$ cat src/rtl/calc_pkg.sv
// calc_pkg: shared constants and types for the stack-machine calculator front end
// Holds the instruction header layout, opcode set and program-fetcher states.
package calc_pkg;

    localparam int DEF_INSTR_WIDTH = 8;
    localparam int OPC_MSB         = 7;
    localparam int OPC_LSB         = 2;
    localparam int NARGS_MSB       = 1;

    typedef enum logic [OPC_MSB-OPC_LSB:0] {
        HALT    = 6'd0,
        VARPUSH = 6'd1,
        EVAL    = 6'd2,
        IMDPUSH = 6'd3,
        POP     = 6'd4,
        ADD     = 6'd5,
        SUB     = 6'd6,
        MUL     = 6'd7
    } opcode_e;

    typedef enum logic [2:0] {
        IDLE  = 3'd0,
        FETCH = 3'd1,
        LATCH = 3'd2,
        PUSH  = 3'd3,
        FIN   = 3'd4
    } fetch_state_e;

    function automatic logic opc_in_range(input logic [OPC_MSB-OPC_LSB:0] opc);
        return opc >= VARPUSH && opc <= MUL;
    endfunction

endpackage

$ cat src/rtl/instr_hdr_decode.sv
// instr_hdr_decode: combinational split of an instruction header word
// Flags HALT (all-zero word), extracts the argument count and validates the opcode.
module instr_hdr_decode
    import calc_pkg::*;
#(
    parameter int INSTR_WIDTH = DEF_INSTR_WIDTH
) (
    input  logic [INSTR_WIDTH-1:0] word,
    output logic                   is_halt,
    output logic [NARGS_MSB:0]     nargs,
    output logic                   opc_valid
);

    assign is_halt   = word == '0;
    assign nargs     = word[NARGS_MSB:0];
    assign opc_valid = opc_in_range(word[OPC_MSB:OPC_LSB]);

endmodule

$ cat src/rtl/instr_fetcher.sv
// instr_fetcher: walks the program ROM and pushes every word into the executer FIFO
// Build with INSTR_FETCH_OPCHECK_EN to reject headers whose opcode is outside 1..7.
module instr_fetcher
    import calc_pkg::*;
#(
    parameter int INSTR_WIDTH     = DEF_INSTR_WIDTH,
    parameter int PROG_ADDR_WIDTH = 10,
    parameter int START_ADDR      = 0
) (
    input  logic                       clk,
    input  logic                       reset,
    input  logic                       start,
    output logic                       busy,
    output logic                       done,
    output logic                       err,
    output logic [PROG_ADDR_WIDTH-1:0] prog_addr,
    output logic                       prog_rd,
    input  logic [INSTR_WIDTH-1:0]     prog_data,
    input  logic                       fifo_full,
    output logic                       fifo_wr,
    output logic [INSTR_WIDTH-1:0]     fifo_data
);

    localparam logic [PROG_ADDR_WIDTH-1:0] START_PC = PROG_ADDR_WIDTH'(START_ADDR);
    localparam logic [2:0] S_IDLE  = IDLE;
    localparam logic [2:0] S_FETCH = FETCH;
    localparam logic [2:0] S_LATCH = LATCH;
    localparam logic [2:0] S_PUSH  = PUSH;
    localparam logic [2:0] S_FIN   = FIN;

    logic [2:0]                 state_q, state_d;
    logic [PROG_ADDR_WIDTH-1:0] pc_q, pc_d;
    logic [NARGS_MSB:0]         args_q, args_d;
    logic [INSTR_WIDTH-1:0]     word_q, word_d;
    logic                       halt_q, halt_d;
    logic                       err_q, err_d;
    logic                       hdr_halt, hdr_opc_ok, opc_reject;
    logic [NARGS_MSB:0]         hdr_nargs;

    instr_hdr_decode #(.INSTR_WIDTH(INSTR_WIDTH)) u_dec (
        .word      (prog_data),
        .is_halt   (hdr_halt),
        .nargs     (hdr_nargs),
        .opc_valid (hdr_opc_ok)
    );

`ifdef INSTR_FETCH_OPCHECK_EN
    assign opc_reject = !hdr_halt && !hdr_opc_ok;
`else
    logic unused_opc_ok;
    assign unused_opc_ok = hdr_opc_ok;
    assign opc_reject    = 1'b0;
`endif

    always_comb begin
        state_d = state_q;
        pc_d    = pc_q;
        args_d  = args_q;
        word_d  = word_q;
        halt_d  = halt_q;
        err_d   = err_q;
        case (state_q)
            S_IDLE, S_FIN: begin
                if (start) begin
                    state_d = S_FETCH;
                    pc_d    = START_PC;
                    args_d  = '0;
                    halt_d  = 1'b0;
                    err_d   = 1'b0;
                end
            end
            S_FETCH: state_d = S_LATCH;
            S_LATCH: begin
                word_d  = prog_data;
                pc_d    = pc_q + PROG_ADDR_WIDTH'(1);
                state_d = S_PUSH;
                if (args_q == '0) begin
                    halt_d = hdr_halt;
                    args_d = hdr_nargs;
                    if (opc_reject) begin
                        state_d = S_FIN;
                        err_d   = 1'b1;
                    end
                end else begin
                    args_d = args_q - 1'b1;
                end
            end
            S_PUSH: begin
                // pc already advanced, so zero here means the top address was just pushed
                if (!fifo_full) begin
                    state_d = (halt_q || pc_q == '0) ? S_FIN : S_FETCH;
                    err_d   = !halt_q && pc_q == '0;
                end
            end
            default: state_d = S_IDLE;
        endcase
    end

    always_ff @(posedge clk or posedge reset) begin
        if (reset) begin
            state_q <= S_IDLE;
            pc_q    <= START_PC;
            args_q  <= '0;
            word_q  <= '0;
            halt_q  <= 1'b0;
            err_q   <= 1'b0;
        end else begin
            state_q <= state_d;
            pc_q    <= pc_d;
            args_q  <= args_d;
            word_q  <= word_d;
            halt_q  <= halt_d;
            err_q   <= err_d;
        end
    end

    assign busy      = state_q == S_FETCH || state_q == S_LATCH || state_q == S_PUSH;
    assign done      = state_q == S_FIN;
    assign err       = err_q;
    assign prog_addr = pc_q;
    assign prog_rd   = state_q == S_FETCH;
    assign fifo_wr   = state_q == S_PUSH && !fifo_full;
    assign fifo_data = word_q;

endmodule

$ cat config.mk
export PLATFORM = sky130hd
export DESIGN_NAME = instr_fetcher
export DESIGN_NICKNAME = d
export VERILOG_FILES = /design/src/rtl/calc_pkg.sv /design/src/rtl/instr_hdr_decode.sv /design/src/rtl/instr_fetcher.sv
export SDC_FILE = /design/constraint.sdc
export NUM_CORES = 1
export LEC_CHECK = 0
export ABC_CLOCK_PERIOD_IN_PS = 1510
export CORE_ASPECT_RATIO = 1.4
export CORE_MARGIN = 8
export CORE_UTILIZATION = 43
export CTS_CLUSTER_DIAMETER = 100
export DETAILED_ROUTE_END_ITERATION = 16
export GPL_TIMING_DRIVEN = 0
export PLACE_DENSITY_LB_ADDON = 0.25
export SYNTH_ARGS = -nofsm -noshare
export SYNTH_HDL_FRONTEND = slang
export SYNTH_HIERARCHICAL = 1
export SYNTH_SLANG_ARGS = --single-unit
$ cat constraint.sdc
create_clock -name clk -period 1.51 [get_ports clk]
set_input_delay 0.453 -clock clk [delete_from_list [all_inputs] [get_ports clk]]
set_output_delay 0.453 -clock clk [all_outputs]
set_load 0.01 [all_outputs]
==> flow_summary.html <==
<table>
<tr><th>Metric</th><th>Value</th></tr>
<tr><th colspan="2">Status</th></tr>
<tr><td>Status</td><td>finished with violations</td></tr>
<tr><td>Violations in the final reports</td><td>setup timing</td></tr>
<tr><th colspan="2">Floorplan</th></tr>
<tr><td>Die outline height</td><td>82.33 um</td></tr>
<tr><td>Die area</td><td>5218 um2</td></tr>
<tr><td>Width of the die</td><td>63.38 um</td></tr>
<tr><td>Std-Cell Rows</td><td>24</td></tr>
<tr><td>Effective utilization at floorplan</td><td>0.4412</td></tr>
<tr><td>Placeable core region</td><td>3063 um2</td></tr>
<tr><td>IO Pins</td><td>35</td></tr>
<tr><th colspan="2">Worst hold path</th></tr>
<tr><td>Tightest Hold Check Type</td><td>flop to flop</td></tr>
<tr><th colspan="2">Timing</th></tr>
<tr><td>Post-Route Setup TNS</td><td>-1.024 ns</td></tr>
<tr><td>Slew Limit Headroom</td><td>0.6344</td></tr>
<tr><td>Worst setup slack after layout</td><td>-0.1640 ns</td></tr>
<tr><td>Transition at the pin with the smallest max-transition slack</td><td>0.5472 ns</td></tr>
<tr><td>Count of final hold-check violations</td><td>0</td></tr>
<tr><td>Final period demand of the worst path</td><td>1.674 ns</td></tr>
<tr><td>Final worst path period share</td><td>1.109</td></tr>
<tr><td>Clock tree skew after final layout</td><td>0.003270 ns</td></tr>
<tr><td>Number of pins exceeding their max-slew limit in the final report</td><td>0</td></tr>
<tr><td>Final setup viols</td><td>20</td></tr>
<tr><td>Unrepaired setup endpoints after global routing</td><td>yes</td></tr>
<tr><td>Highest attainable clock frequency</td><td>0.5974 GHz</td></tr>
<tr><th colspan="2">Detailed routing</th></tr>
<tr><td>Routed length per placed instance</td><td>17.03 um</td></tr>
<tr><td>Router iterations before antenna repair</td><td>4</td></tr>
<tr><td>Number of DRC markers after the initial detailed-route iteration</td><td>34</td></tr>
<tr><td>Detail Route Antenna Nets</td><td>0</td></tr>
<tr><td>DRC violation count after routing</td><td>0</td></tr>
<tr><td>Ratio of routed vias to standard cells</td><td>5.313</td></tr>
<tr><td>Routed Wire Length</td><td>3967 um</td></tr>
<tr><td>DR vias</td><td>1,238</td></tr>
<tr><th colspan="2">Cells and area</th></tr>
<tr><td>Most frequent standard cell in the layout excluding fill and tap cells</td><td>sky130_fd_sc_hd__nand2_1</td></tr>
<tr><td>Post-layout net count</td><td>209</td></tr>
<tr><td>Commonest cells after routing, fill and taps aside</td><td>sky130_fd_sc_hd__nand2_1 (34), sky130_fd_sc_hd__dlygate4sd2_1 (21), sky130_fd_sc_hd__dfrtp_1 (20)</td></tr>
<tr><td>Synth-to-layout area growth</td><td>56.02%</td></tr>
<tr><td>Layout cell share with drive strength beyond 1</td><td>0.3454</td></tr>
<tr><td>Post-Layout Cell Count</td><td>233</td></tr>
<tr><td>Ant. Diodes</td><td>0</td></tr>
<tr><th colspan="2">CTS</th></tr>
<tr><td>Number of buffers created by CTS</td><td>3</td></tr>
<tr><td>Clock tree sinks</td><td>25</td></tr>
<tr><td>Clock-pin slew on the worst setup and hold paths</td><td>0.09 ns</td></tr>
<tr><td>Source-to-sink clock delay at the later pin of the worst-skew pair</td><td>0.27 ns</td></tr>
<tr><td># H-tree levels</td><td>1</td></tr>
<tr><td>Max Buffers Root-to-Sink</td><td>2</td></tr>
<tr><td>Clock root buffer</td><td>sky130_fd_sc_hd__clkbuf_8</td></tr>
<tr><td>TritonCTS clock tree</td><td>done</td></tr>
<tr><th colspan="2">Worst setup path</th></tr>
<tr><td>Reg2reg start</td><td>state_q[1]</td></tr>
<tr><td>Most Frequent Cell on Critical Path</td><td>sky130_fd_sc_hd__buf_6</td></tr>
<tr><td>Worst setup path class</td><td>flop to output pin</td></tr>
<tr><td>Crit path max-delay cell type</td><td>sky130_fd_sc_hd__dfrtp_1</td></tr>
<tr><td>Data arrival time of the critical path</td><td>1.22 ns</td></tr>
<tr><td>CP Launch Type</td><td>flop</td></tr>
<tr><td>Terminus of the critical flop-to-flop path</td><td>prog_addr[7]</td></tr>
<tr><td>Peak per-stage delay on the critical path</td><td>0.40 ns</td></tr>
<tr><td>Crit path capture type</td><td>output pin</td></tr>
<tr><td>Crit path capture</td><td>fifo_wr</td></tr>
<tr><td>Worst setup startpoint</td><td>state_q[2]</td></tr>
<tr><td>Cell chain of the critical path</td><td>buf_6 &gt; and4bb_2 &gt; buf_6</td></tr>
<tr><td>Critical path peak fanout</td><td>5</td></tr>
<tr><td>FF-to-FF setup slack</td><td>-0.12 ns</td></tr>
<tr><td>Depth of the worst register-to-register path</td><td>6</td></tr>
<tr><td>Data required time at the worst endpoint</td><td>1.06 ns</td></tr>
<tr><th colspan="2">Placement</th></tr>
<tr><td>Routability congestion estimate from global placement</td><td>0.7935</td></tr>
<tr><td>Port Buffer Count</td><td>34</td></tr>
<tr><td>Sum of net half-perimeters after detailed placement</td><td>2393 um</td></tr>
<tr><td>Placed cell count</td><td>208</td></tr>
<tr><td>Post-placement worst setup slack</td><td>-0.7795 ns</td></tr>
<tr><th colspan="2">Global routing</th></tr>
<tr><td>Largest net degree at the start of global routing</td><td>26</td></tr>
<tr><td>Gr usage total</td><td>0.1506</td></tr>
<tr><td>Number of global-route vias before repair</td><td>1,262</td></tr>
<tr><td>Global-route wire length before repair</td><td>6223 um</td></tr>
<tr><td>Congestion Overflow GR</td><td>0</td></tr>
<tr><td>Initial antenna violation count</td><td>0</td></tr>
<tr><th colspan="2">Yosys</th></tr>
<tr><td>Average instance area after synthesis</td><td>10.01 um2</td></tr>
<tr><td>Yosys warnings</td><td>6</td></tr>
<tr><td>Post-synthesis net count</td><td>149</td></tr>
<tr><td>Synthesized area</td><td>1351 um2</td></tr>
<tr><td>Synthesized instance count</td><td>135</td></tr>
<tr><th colspan="2">Power and ir drop</th></tr>
<tr><td>Highest ir drop seen on vdd</td><td>1.120 mV</td></tr>
<tr><td>Leakage Power</td><td>1.033 nW</td></tr>
<tr><td>Power Dens Cells</td><td>1820 nW/um2</td></tr>
<tr><td>Final total power</td><td>3.837 mW</td></tr>
<tr><th colspan="2">Flow run</th></tr>
<tr><td>Max cap viols</td><td>0</td></tr>
</table>
[power by group]
part | switching (mW) | internal (mW) | leakage, nW
clock network | 0.224 | 0.189 | 0.0228
logic | 1.17 | 1.15 | 0.697
registers | 0.173 | 0.932 | 0.313
[flip-flops by register name (all words and copies together) (netlist names)]
| register | cells |
|---|---|
| args_q | 2 |
| err | 1 |
| fifo_data | 8 |
| halt_q | 1 |
| prog_addr | 10 |
| state_q | 3 |
[worst min-delay path by stage]
stage / to / from / cells past startpoint / slack, ns
after floorplan: args_q[0] / reset / 1 / 0.48
after global placement: fifo_data[3] / fifo_data[3] / 2 / 0.46
after detailed placement: fifo_data[0] / fifo_data[0] / 2 / 0.46
after CTS: fifo_data[0] / fifo_data[0] / 2 / 0.48
after global routing: fifo_data[6] / fifo_data[6] / 2 / 0.50
final: fifo_data[0] / fifo_data[0] / 2 / 0.48
[metrics by stage]
| stage | cell area, um2 | utilization | hold slack, ns |
|---|---|---|---|
| 2_1_floorplan | 1355 | - | 0.4803 |
| 3_3_place_gp | 1744 | 0.5694 | 0.4596 |
| 3_5_place_dp | 1744 | 0.5694 | 0.4610 |
| 4_1_cts | 2033 | 0.6638 | 0.4766 |
| 5_1_grt | 2108 | 0.6883 | 0.4987 |
| 6_report | 2108 | 0.6883 | 0.4798 |
[worst max-delay path: cells and delay by family (launching register included)]
family                 cells  cell delay [ns]
AND/OR/NAND/NOR            1             0.31
buffers and inverters      2             0.24
flip-flops                 1             0.40
[final cells by class]
| cell class | instances | area [um2] |
|---|---|---|
| Clock buffer | 4 | 45.04 |
| Multi-Input combinational cell | 95 | 748.2 |
| Timing Repair Buffer | 55 | 494.2 |
| Tap cell | 39 | 48.80 |
| Sequential cell | 25 | 631.9 |
| Fill cell | 238 | 954.7 |
| Buffer | 9 | 113.9 |
| Inverter | 6 | 26.28 |
[timing repair]
item | in CTS | in global routing
cloned | 2 | 2
hold buffers | 0 | 0
endpoints found under the setup margin | 44 | 54
pin swaps | 8 | 7
setup buffers | 14 | 4
gates resized for setup | 71 | 11
[layer usage]
layer  track usage  share of wire  vias to the layer above
met1        0.1615           0.41                      599
met4       0.06935          0.012                        0
met5             0              0                        -
met2        0.2696           0.51                       42
met3       0.04453          0.065                        4
li1              -              -                      593
(Power assumes the default switching activity.)
